`config.mk`:
```
export PLATFORM = sky130hd
export DESIGN_NAME = fact_accel
export DESIGN_NICKNAME = d
export VERILOG_FILES = /design/src/rtl/fact_accel.sv
export SDC_FILE = /design/constraint.sdc
export NUM_CORES = 1
export LEC_CHECK = 0
export CAP_MARGIN = 20
export CORE_ASPECT_RATIO = 1.4
export CORE_MARGIN = 2
export CORE_UTILIZATION = 45
export CTS_CLUSTER_SIZE = 10
export DETAILED_ROUTE_END_ITERATION = 8
export DONT_BUFFER_PORTS = 1
export GPL_ROUTABILITY_DRIVEN = 0
export SKIP_CTS_REPAIR_TIMING = 1
export SLEW_MARGIN = 20
export SYNTH_ARGS = -nofsm -noshare
export SYNTH_HDL_FRONTEND = slang
export SYNTH_SLANG_ARGS = --single-unit
```
`constraint.sdc`:
```
create_clock -name clk -period 4 [get_ports clk]
set_input_delay 0.2 -clock clk [delete_from_list [all_inputs] [get_ports clk]]
set_output_delay 0.2 -clock clk [all_outputs]
set_load 0.05 [all_outputs]
```
`src/rtl/fact_accel.sv`:
```
// Memory-mapped factorial accelerator: N/GO/STATUS/RESULT registers on the data bus,
// iterative multiply (one 32x4 product per cycle) sequenced by a two-state FSM.
module fact_accel #(
    parameter int MAX_N = 12
) (
    input  logic        clk,
    input  logic        rst,
    input  logic        we,
    input  logic [1:0]  a,
    input  logic [31:0] wd,
    output logic [31:0] rd,
    output logic        busy
);

    // Bus handshake: a write is a single-cycle strobe (we with a/wd valid at the
    // rising edge); there is no ready, so writes that arrive while BUSY are dropped.

    typedef enum logic {
        IDLE = 1'b0,
        BUSY = 1'b1
    } state_t;

    localparam logic [1:0] ADDR_N      = 2'b00;
    localparam logic [1:0] ADDR_GO     = 2'b01;
    localparam logic [1:0] ADDR_STATUS = 2'b10;
    localparam logic [1:0] ADDR_RESULT = 2'b11;

    localparam logic [31:0] MAX_N_W = 32'(MAX_N);

    state_t      state, state_next;
    logic [3:0]  n_reg, n_next;
    logic        go_reg, go_next;
    logic        done, done_next;
    logic        err, err_next;
    logic [3:0]  cnt, cnt_next;
    logic [31:0] prod, prod_next;
    logic [31:0] result, result_next;

    logic        wr_n;
    logic        wr_go;
    logic        n_ok;
    logic [31:0] prod_mul;

    assign wr_n     = we && (a == ADDR_N);
    assign wr_go    = we && (a == ADDR_GO);
    assign n_ok     = ({28'b0, n_reg} <= MAX_N_W);
    assign prod_mul = prod * {28'b0, cnt};
    assign busy     = (state == BUSY);

    always_ff @(posedge clk) begin
        if (rst) begin
            state  <= IDLE;
            n_reg  <= 4'd0;
            go_reg <= 1'b0;
            done   <= 1'b0;
            err    <= 1'b0;
            cnt    <= 4'd0;
            prod   <= 32'd0;
            result <= 32'd0;
        end else begin
            state  <= state_next;
            n_reg  <= n_next;
            go_reg <= go_next;
            done   <= done_next;
            err    <= err_next;
            cnt    <= cnt_next;
            prod   <= prod_next;
            result <= result_next;
        end
    end

    always_comb begin
        state_next  = state;
        n_next      = n_reg;
        go_next     = go_reg;
        done_next   = done;
        err_next    = err;
        cnt_next    = cnt;
        prod_next   = prod;
        result_next = result;

        case (state)
            IDLE: begin
                if (wr_n) begin
                    n_next = wd[3:0];
                end
                if (wr_go) begin
                    if (wd[0]) begin
                        go_next   = 1'b1;
                        done_next = 1'b0;
                        err_next  = 1'b0;
                        cnt_next  = n_reg;
                        prod_next = 32'd1;
                        if (n_ok) begin
                            state_next = BUSY;
                        end else begin
                            // Out-of-range N completes immediately with an error.
                            err_next    = 1'b1;
                            done_next   = 1'b1;
                            result_next = 32'd0;
                            go_next     = 1'b0;
                        end
                    end else begin
                        go_next = 1'b0;
                    end
                end
            end

            BUSY: begin
                if (cnt > 4'd1) begin
                    prod_next = prod_mul;
                    cnt_next  = cnt - 4'd1;
                end else begin
                    // N=0 and N=1 land here on the first BUSY edge with prod=1.
                    result_next = prod;
                    done_next   = 1'b1;
                    go_next     = 1'b0;
                    state_next  = IDLE;
                end
            end

            default: begin
                state_next = IDLE;
            end
        endcase
    end

    always_comb begin
        rd = 32'd0;
        case (a)
            ADDR_N:      rd = {28'b0, n_reg};
            ADDR_GO:     rd = {31'b0, go_reg};
            ADDR_STATUS: rd = {30'b0, err, done};
            ADDR_RESULT: rd = result;
            default:     rd = 32'd0;
        endcase
    end

endmodule

```
==> metrics.md, run 1 <==
| Metric | Value |
|---|---|
| Drt total wl | `18.1 mm` |
| Max cap viols | `0` |
| Sequential area share after synthesis | `21.9%` |
| Core region area | `15100 sq um` |
| CTS H-Tree Depth | `3` |
| Largest net degree at the start of global routing | `60` |
| Final clock skew | `0.00742 ns` |
| Clk buf depth | `2` |
| Mapped Avg Cell Area | `7.96 sq um` |
| Die area | `16400 sq um` |
| Initial antenna violation count | `0` |
| Max Fanout on Critical Path | `20` |
| Final period utilization | `96.1%` |
| Initial core utilization | `46.1%` |
| Most frequent cells in the layout | `inv_1, and2_1, nand2_1` |
| Die height | `151 um` |
| P per Cell Area | `232 nW/um^2` |
| Final setup fails | `0` |
| CP Capture Type | `flop` |
| I/O Buffers | `0` |
| Post-Syn Area | `6940 sq um` |
| 1st-iter DRT viols | `346` |
| FF+latch area | `1520 sq um` |
| Antenna cell count | `0` |
| Worst VDD drop | `198 uV` |
| Main synth FF type | `dfxtp_1` |
| CTS tree | `built` |
| Area growth, synth to finish | `10.3%` |
| Non-filler instance count after layout | `1059` |
| Post-synth EDFFs | `0` |
| Grt total ovfl | `0` |
| Max frequency | `260 MHz` |
| Post-synthesis register bit count | `76` |
| Multi-input logic area | `4850 sq um` |
| Die width | `109 um` |
| Largest registers | `prod x32, result x32` |
| Commonest non-fill, non-tap cell in the layout | `inv_1` |
| Mapped Nets | `999` |
| Post-Route Setup TNS | `0 ns` |
| Post-Syn Instances | `871` |
| Nets@finish | `990` |
| DRC | `0` |
| Gr usage total | `22.9%` |
| Slew margin rel. | `44.2%` |
| Top Ports | `70` |
| Status | `finished, final reports clean` |
| Arr. time, crit path | `4.08 ns` |
| Fraction of layout cells with a size suffix above 1 | `8.54%` |
| CTS buffer count | `9` |
| Fin crit period | `3.84 ns` |
| RSZ-0062 raised after global routing | `no` |
| Root Buffer | `clkbuf_16` |
| Synth cell types | `66` |
| Final Max Tran Viols | `0` |
| First-pass GRT wire length | `29.5 mm` |
| Fillers | `1442` |
| ANT nets after route | `0` |
| Clock sinks | `76` |
| Half-perimeter wire length after placement | `13.4 mm` |
| Slew @ Worst Pin | `0.836 ns` |
| Synth warn | `0` |
| Post-Place Cells | `1038` |
| Hold Vio Cnt, Final | `0` |
| Leakage power total | `3.36 nW` |
| 1st-pass router iterations | `5` |
| Via/cell ratio | `5.58` |
| Ys async rst share | `0%` |
| Wirelength per Cell | `17.1 um` |
| Worst-skew pair later-pin latency | `0.35 ns` |
| Rows | `53` |
| Startpoint Class | `flop` |
| Vias in the first global route | `5982` |
| WP data required | `4.24 ns` |
| Worst hold slack | `0.00186 ns` |
| CTS clk-pin slew, worst paths | `0.07 ns` |
| Setup CP Type | `flop to flop` |
| Vias | `5907` |
| Hold Crit Class | `input port to flop` |
## logic make-up (layout without fill, tap and decap cells)
group | after synthesis | count (layout) | synth area share (%)
AO/OA/AOI/OAI | 178 | 178 | 17.4
XOR/XNOR | 28 | 28 | 3.54
adder cells (fa/ha/maj) | 91 | 91 | 22.6
buffers and inverters | 164 | 160 | 9.25
flip-flops | 76 | 76 | 21.9
multiplexers | 6 | 6 | 1.06
AND/OR/NAND/NOR | 328 | 328 | 24.2
## worst max-delay path, stage by stage, from the launching register on
cell,delay [ns]
dfxtp_1,0.33
buf_12,0.16
and2_1,0.18
fa_1,0.54
inv_1,0.06
fa_1,0.53
inv_1,0.06
ha_4,0.26
a21oi_2,0.16
o211ai_2,0.15
a21oi_4,0.19
o211ai_4,0.13
o41ai_4,0.43
o221ai_1,0.19
a221o_1,0.34
## synthesized netlist by cell type, types with 3 or more instances
cell type	instances	area share [%]
a211oi_1	3	0.32
inv_1	116	6.3
o21a_1	3	0.32
mux2i_1	4	0.58
nand3_1	20	1.4
fa_1	57	16
dfxtp_1	76	22
nand4_1	4	0.36
a21oi_2	4	0.51
o21ai_0	21	1.5
o211ai_1	7	0.76
o21ai_1	16	1.2
a21oi_1	47	3.4
nor3_1	8	0.58
clkbuf_1	35	1.9
a22o_1	3	0.38
xnor2_1	12	1.5
a31oi_1	3	0.27
and2_1	91	8.2
nand3b_1	3	0.32
nand2_1	85	4.6
o21ai_2	3	0.38
buf_2	9	0.65
and3_1	28	2.5
ha_1	34	6.1
o21bai_1	4	0.43
xor2_1	16	2.0
o2111ai_1	3	0.38
nor2_1	68	3.7
nand2b_1	3	0.27
nor2b_1	4	0.36
a22oi_1	34	3.7
a21o_1	6	0.65
## through the flow
| step | worst slack [ns] | utilization (%) | power (mW) | area, sq um |
|---|---|---|---|---|
| after global routing | 0.00307 | 50.8 | 1.81 | 7650 |
| after CTS | 0.127 | 49.9 | 1.77 | 7520 |
| after floorplan | 0.351 | - | 0.832 | 6940 |
| after global placement | 0.219 | 47.7 | 0.833 | 7190 |
| after detailed placement | 0.146 | 47.7 | 0.834 | 7190 |
| final | 0.155 | 50.8 | 1.77 | 7650 |
## worst paths after layout
check	startpoint	end	slack [ns]	depth (start not counted)
worst max-delay path	cnt[3]	prod[31]	0.16	14
worst min-delay path	wd[3]	n_reg[3]	0.002	2
worst max register to register	cnt[3]	prod[31]	0.16	14
worst min register to register	result[29]	result[29]	0.49	2
## routing by layer
metal | up-vias | part of all wire (%) | track usage, %
met2 | 120 | 52 | 41.2
met3 | 42 | 2.8 | 2.24
met5 | - | 0 | 0
li1 | 2853 | - | -
met4 | 0 | 3.9 | 12.2
met1 | 2892 | 42 | 26.2
## cell type report
class | count | share of cell area [%]
multi-input combinational | 631 | 63.4
timing repair buffer | 28 | 3.53
inverter | 116 | 5.69
sequential | 76 | 19.9
clock buffer | 10 | 3.12
clock inverter | 6 | 1.23
tap | 192 | 3.14
## power breakdown
group	switching, mW	internal (mW)
logic	0.0411	0.0185
registers	0.00880	0.761
clock network	0.372	0.570
Note: power is estimated with default switching activity, not from simulation.
==> inputs of run 2 (changes only) <==
--- a/config.mk
+++ b/config.mk
@@ -13,6 +13,7 @@
 export DETAILED_ROUTE_END_ITERATION = 8
 export DONT_BUFFER_PORTS = 1
 export GPL_ROUTABILITY_DRIVEN = 0
+export SETUP_SLACK_MARGIN = 0.2
 export SKIP_CTS_REPAIR_TIMING = 1
 export SLEW_MARGIN = 20
 export SYNTH_ARGS = -nofsm -noshare
==> metrics.md, run 2 (synthesized netlist as in run 1, its figures left out) <==
| Metric | Value |
|---|---|
| CTS tree | `built` |
| CTS buffer count | `9 (unchanged)` |
| Clock sinks | `76 (unchanged)` |
| GRT busiest layer | `met2` |
| Total power | `1.77 mW (about the same)` |
| Arr. time, crit path | `3.97 ns (-0.11 ns)` |
| Setup CP Type | `flop to flop` |
| Rows | `53 (unchanged)` |
| WP data required | `4.24 ns (about the same)` |
| Via/cell ratio | `5.60 (+0.36%)` |
| Slowest cell delay on critical path | `0.54 ns (about the same)` |
| Slew @ Worst Pin | `0.840 ns (+0.00327 ns)` |
| Status | `finished, final reports clean` |
| Commonest non-fill, non-tap cell in the layout | `inv_1` |
| Slowest-stage cell, CP | `fa_1` |
| Final Max Tran Viols | `0 (unchanged)` |
| Antenna cell count | `0 (unchanged)` |
| Worst Path Buf+Inv | `3 (unchanged)` |
| Worst-skew pair later-pin latency | `0.35 ns (about the same)` |
| Wirelength per Cell | `17.3 um (+1.2%)` |
| RSZ-0062 raised after global routing | `yes` |
| Largest registers | `prod x32, result x32` |
| Grt total ovfl | `0 (unchanged)` |
| Top Ports | `70 (unchanged)` |
| Non-filler instance count after layout | `1065 (+0.57%)` |
| Initial antenna violation count | `0 (unchanged)` |
| Met1 Use GR | `26.2% (unchanged)` |
| Leakage power total | `3.39 nW (+1.0%)` |
| Largest net degree at the start of global routing | `60 (unchanged)` |
| Die width | `109 um (unchanged)` |
| Vias | `5962 (+0.93%)` |
| Fraction of layout cells with a size suffix above 1 | `12.7% (+4.2 points)` |
| Max cap viols | `0 (unchanged)` |
| Post-Place Cells | `1038 (unchanged)` |
| Final period utilization | `93.4% (-2.7 points)` |
| Final clock skew | `0.00893 ns (+0.00152 ns)` |
| Crit Reg-Reg Startpoint | `cnt[3]` |
| Worst VDD drop | `195 uV (-1.9%)` |
| Met3 Use GR | `2.24% (unchanged)` |
| CP startpoint | `cnt[3]` |
| Half-perimeter wire length after placement | `13.4 mm (unchanged)` |
| Max Fanout on Critical Path | `20 (unchanged)` |
| Global routing usage on met2 | `41.2% (unchanged)` |
| Final setup fails | `0 (unchanged)` |
| Hold Crit Start | `wd[1]` |
| ANT nets after route | `0 (unchanged)` |
| Max frequency | `268 MHz (+2.9%)` |
| Core region area | `15100 sq um (unchanged)` |
| Critical path's top delay family | `compound AO/OA/AOI/OAI gates` |
| DRC | `0 (unchanged)` |
| P per Cell Area | `225 nW/um^2 (-2.7%)` |
| Critical Path, Cell by Cell | `buf_12 -> and2_1 -> fa_1 -> inv_1 -> fa_1 -> inv_1 -> ha_4 -> a21oi_4 -> o211ai_2 -> a21oi_4 -> o211ai_4 -> o41ai_4 -> o221ai_1 -> a221o_1` |
| Slew margin rel. | `43.9% (-0.22 points)` |
| CP Capture Type | `flop` |
| I/O Buffers | `0 (unchanged)` |
| CTS H-Tree Depth | `3 (unchanged)` |
| Root Buffer | `clkbuf_16` |
| Post-Route Setup TNS | `0 ns (unchanged)` |
| Hold Crit Class | `input port to flop` |
| 1st-iter DRT viols | `326 (-5.8%)` |
| Most frequent cells in the layout | `inv_1, and2_1, nand2_1` |
| Clk buf depth | `2 (unchanged)` |
| First-pass GRT wire length | `29.5 mm (unchanged)` |
| Drt total wl | `18.4 mm (+1.8%)` |
| Initial core utilization | `46.1% (unchanged)` |
| Nets@finish | `996 (+0.61%)` |
| CTS clk-pin slew, worst paths | `0.07 ns (about the same)` |
| Gr usage total | `22.9% (unchanged)` |
| Startpoint Class | `flop` |
| Hold Vio Cnt, Final | `0 (unchanged)` |
| Die area | `16400 sq um (unchanged)` |
| 1st-pass router iterations | `5 (unchanged)` |
| Area growth, synth to finish | `13.3%` |
| Die height | `151 um (unchanged)` |
| Final core utilization | `52.2% (+1.4 points)` |
| Vias in the first global route | `5982 (unchanged)` |
| Fin crit period | `3.74 ns (-0.108 ns)` |
run 2: cell types whose count changed in the layout (fill, tap and decap cells not counted), moves of 4 or more:
cell     before  now
a21oi_1      44   37
a21oi_2       6   12
and2_1       91   86
and2_4        0    5
buf_4        23   28
ha_1         29   23
ha_4          3    7
run 2: area by class of cell:
| cell class | count | area [sq um] |
|---|---|---|
| Multi-Input combinational cell | 631 | 4990 |
| Fill cell | 1412 | 7190 |
| Sequential cell | 76 | 1530 |
| Inverter | 116 | 435 |
| Timing Repair Buffer | 34 | 333 |
| Clock buffer | 10 | 239 |
| Tap cell | 192 | 240 |
| Clock inverter | 6 | 93.8 |
run 2: path summary, 6_finish.rpt:
| kind | to | slack [ns] | cells past startpoint |
|---|---|---|---|
| setup reg to reg | prod[31] | 0.26 | 14 |
| hold / removal | n_reg[1] | 0.003 | 2 |
| hold reg to reg | result[29] | 0.49 | 2 |
| setup / recovery | prod[31] | 0.26 | 14 |
run 2: per-layer routing:
| metal | part of all wire [%] | vias up |
|---|---|---|
| met4 | 3.5 | 0 |
| met3 | 3.4 | 42 |
| met1 | 41 | 2892 |
| li1 | - | 2869 |
| met5 | 0 | - |
| met2 | 52 | 159 |
run 2: power by group:
| group | total [mW] | internal, mW | switching [mW] |
|---|---|---|---|
| clock | 0.942 | 0.570 | 0.372 |
| sequential | 0.769 | 0.760 | 0.00890 |
| combinational | 0.0599 | 0.0187 | 0.0412 |
| total | 1.77 | 1.35 | 0.422 |
run 2: per-stage QoR:
stage                     hold WS (ns)  area [sq um]  worst slack, ns
after floorplan                  0.347          6940            0.351
after global placement           0.279          7190            0.219
after detailed placement         0.280          7190            0.146
after CTS                      -0.0940          7520            0.127
after global routing          0.000821          7860            0.109
final                          0.00307          7860            0.263
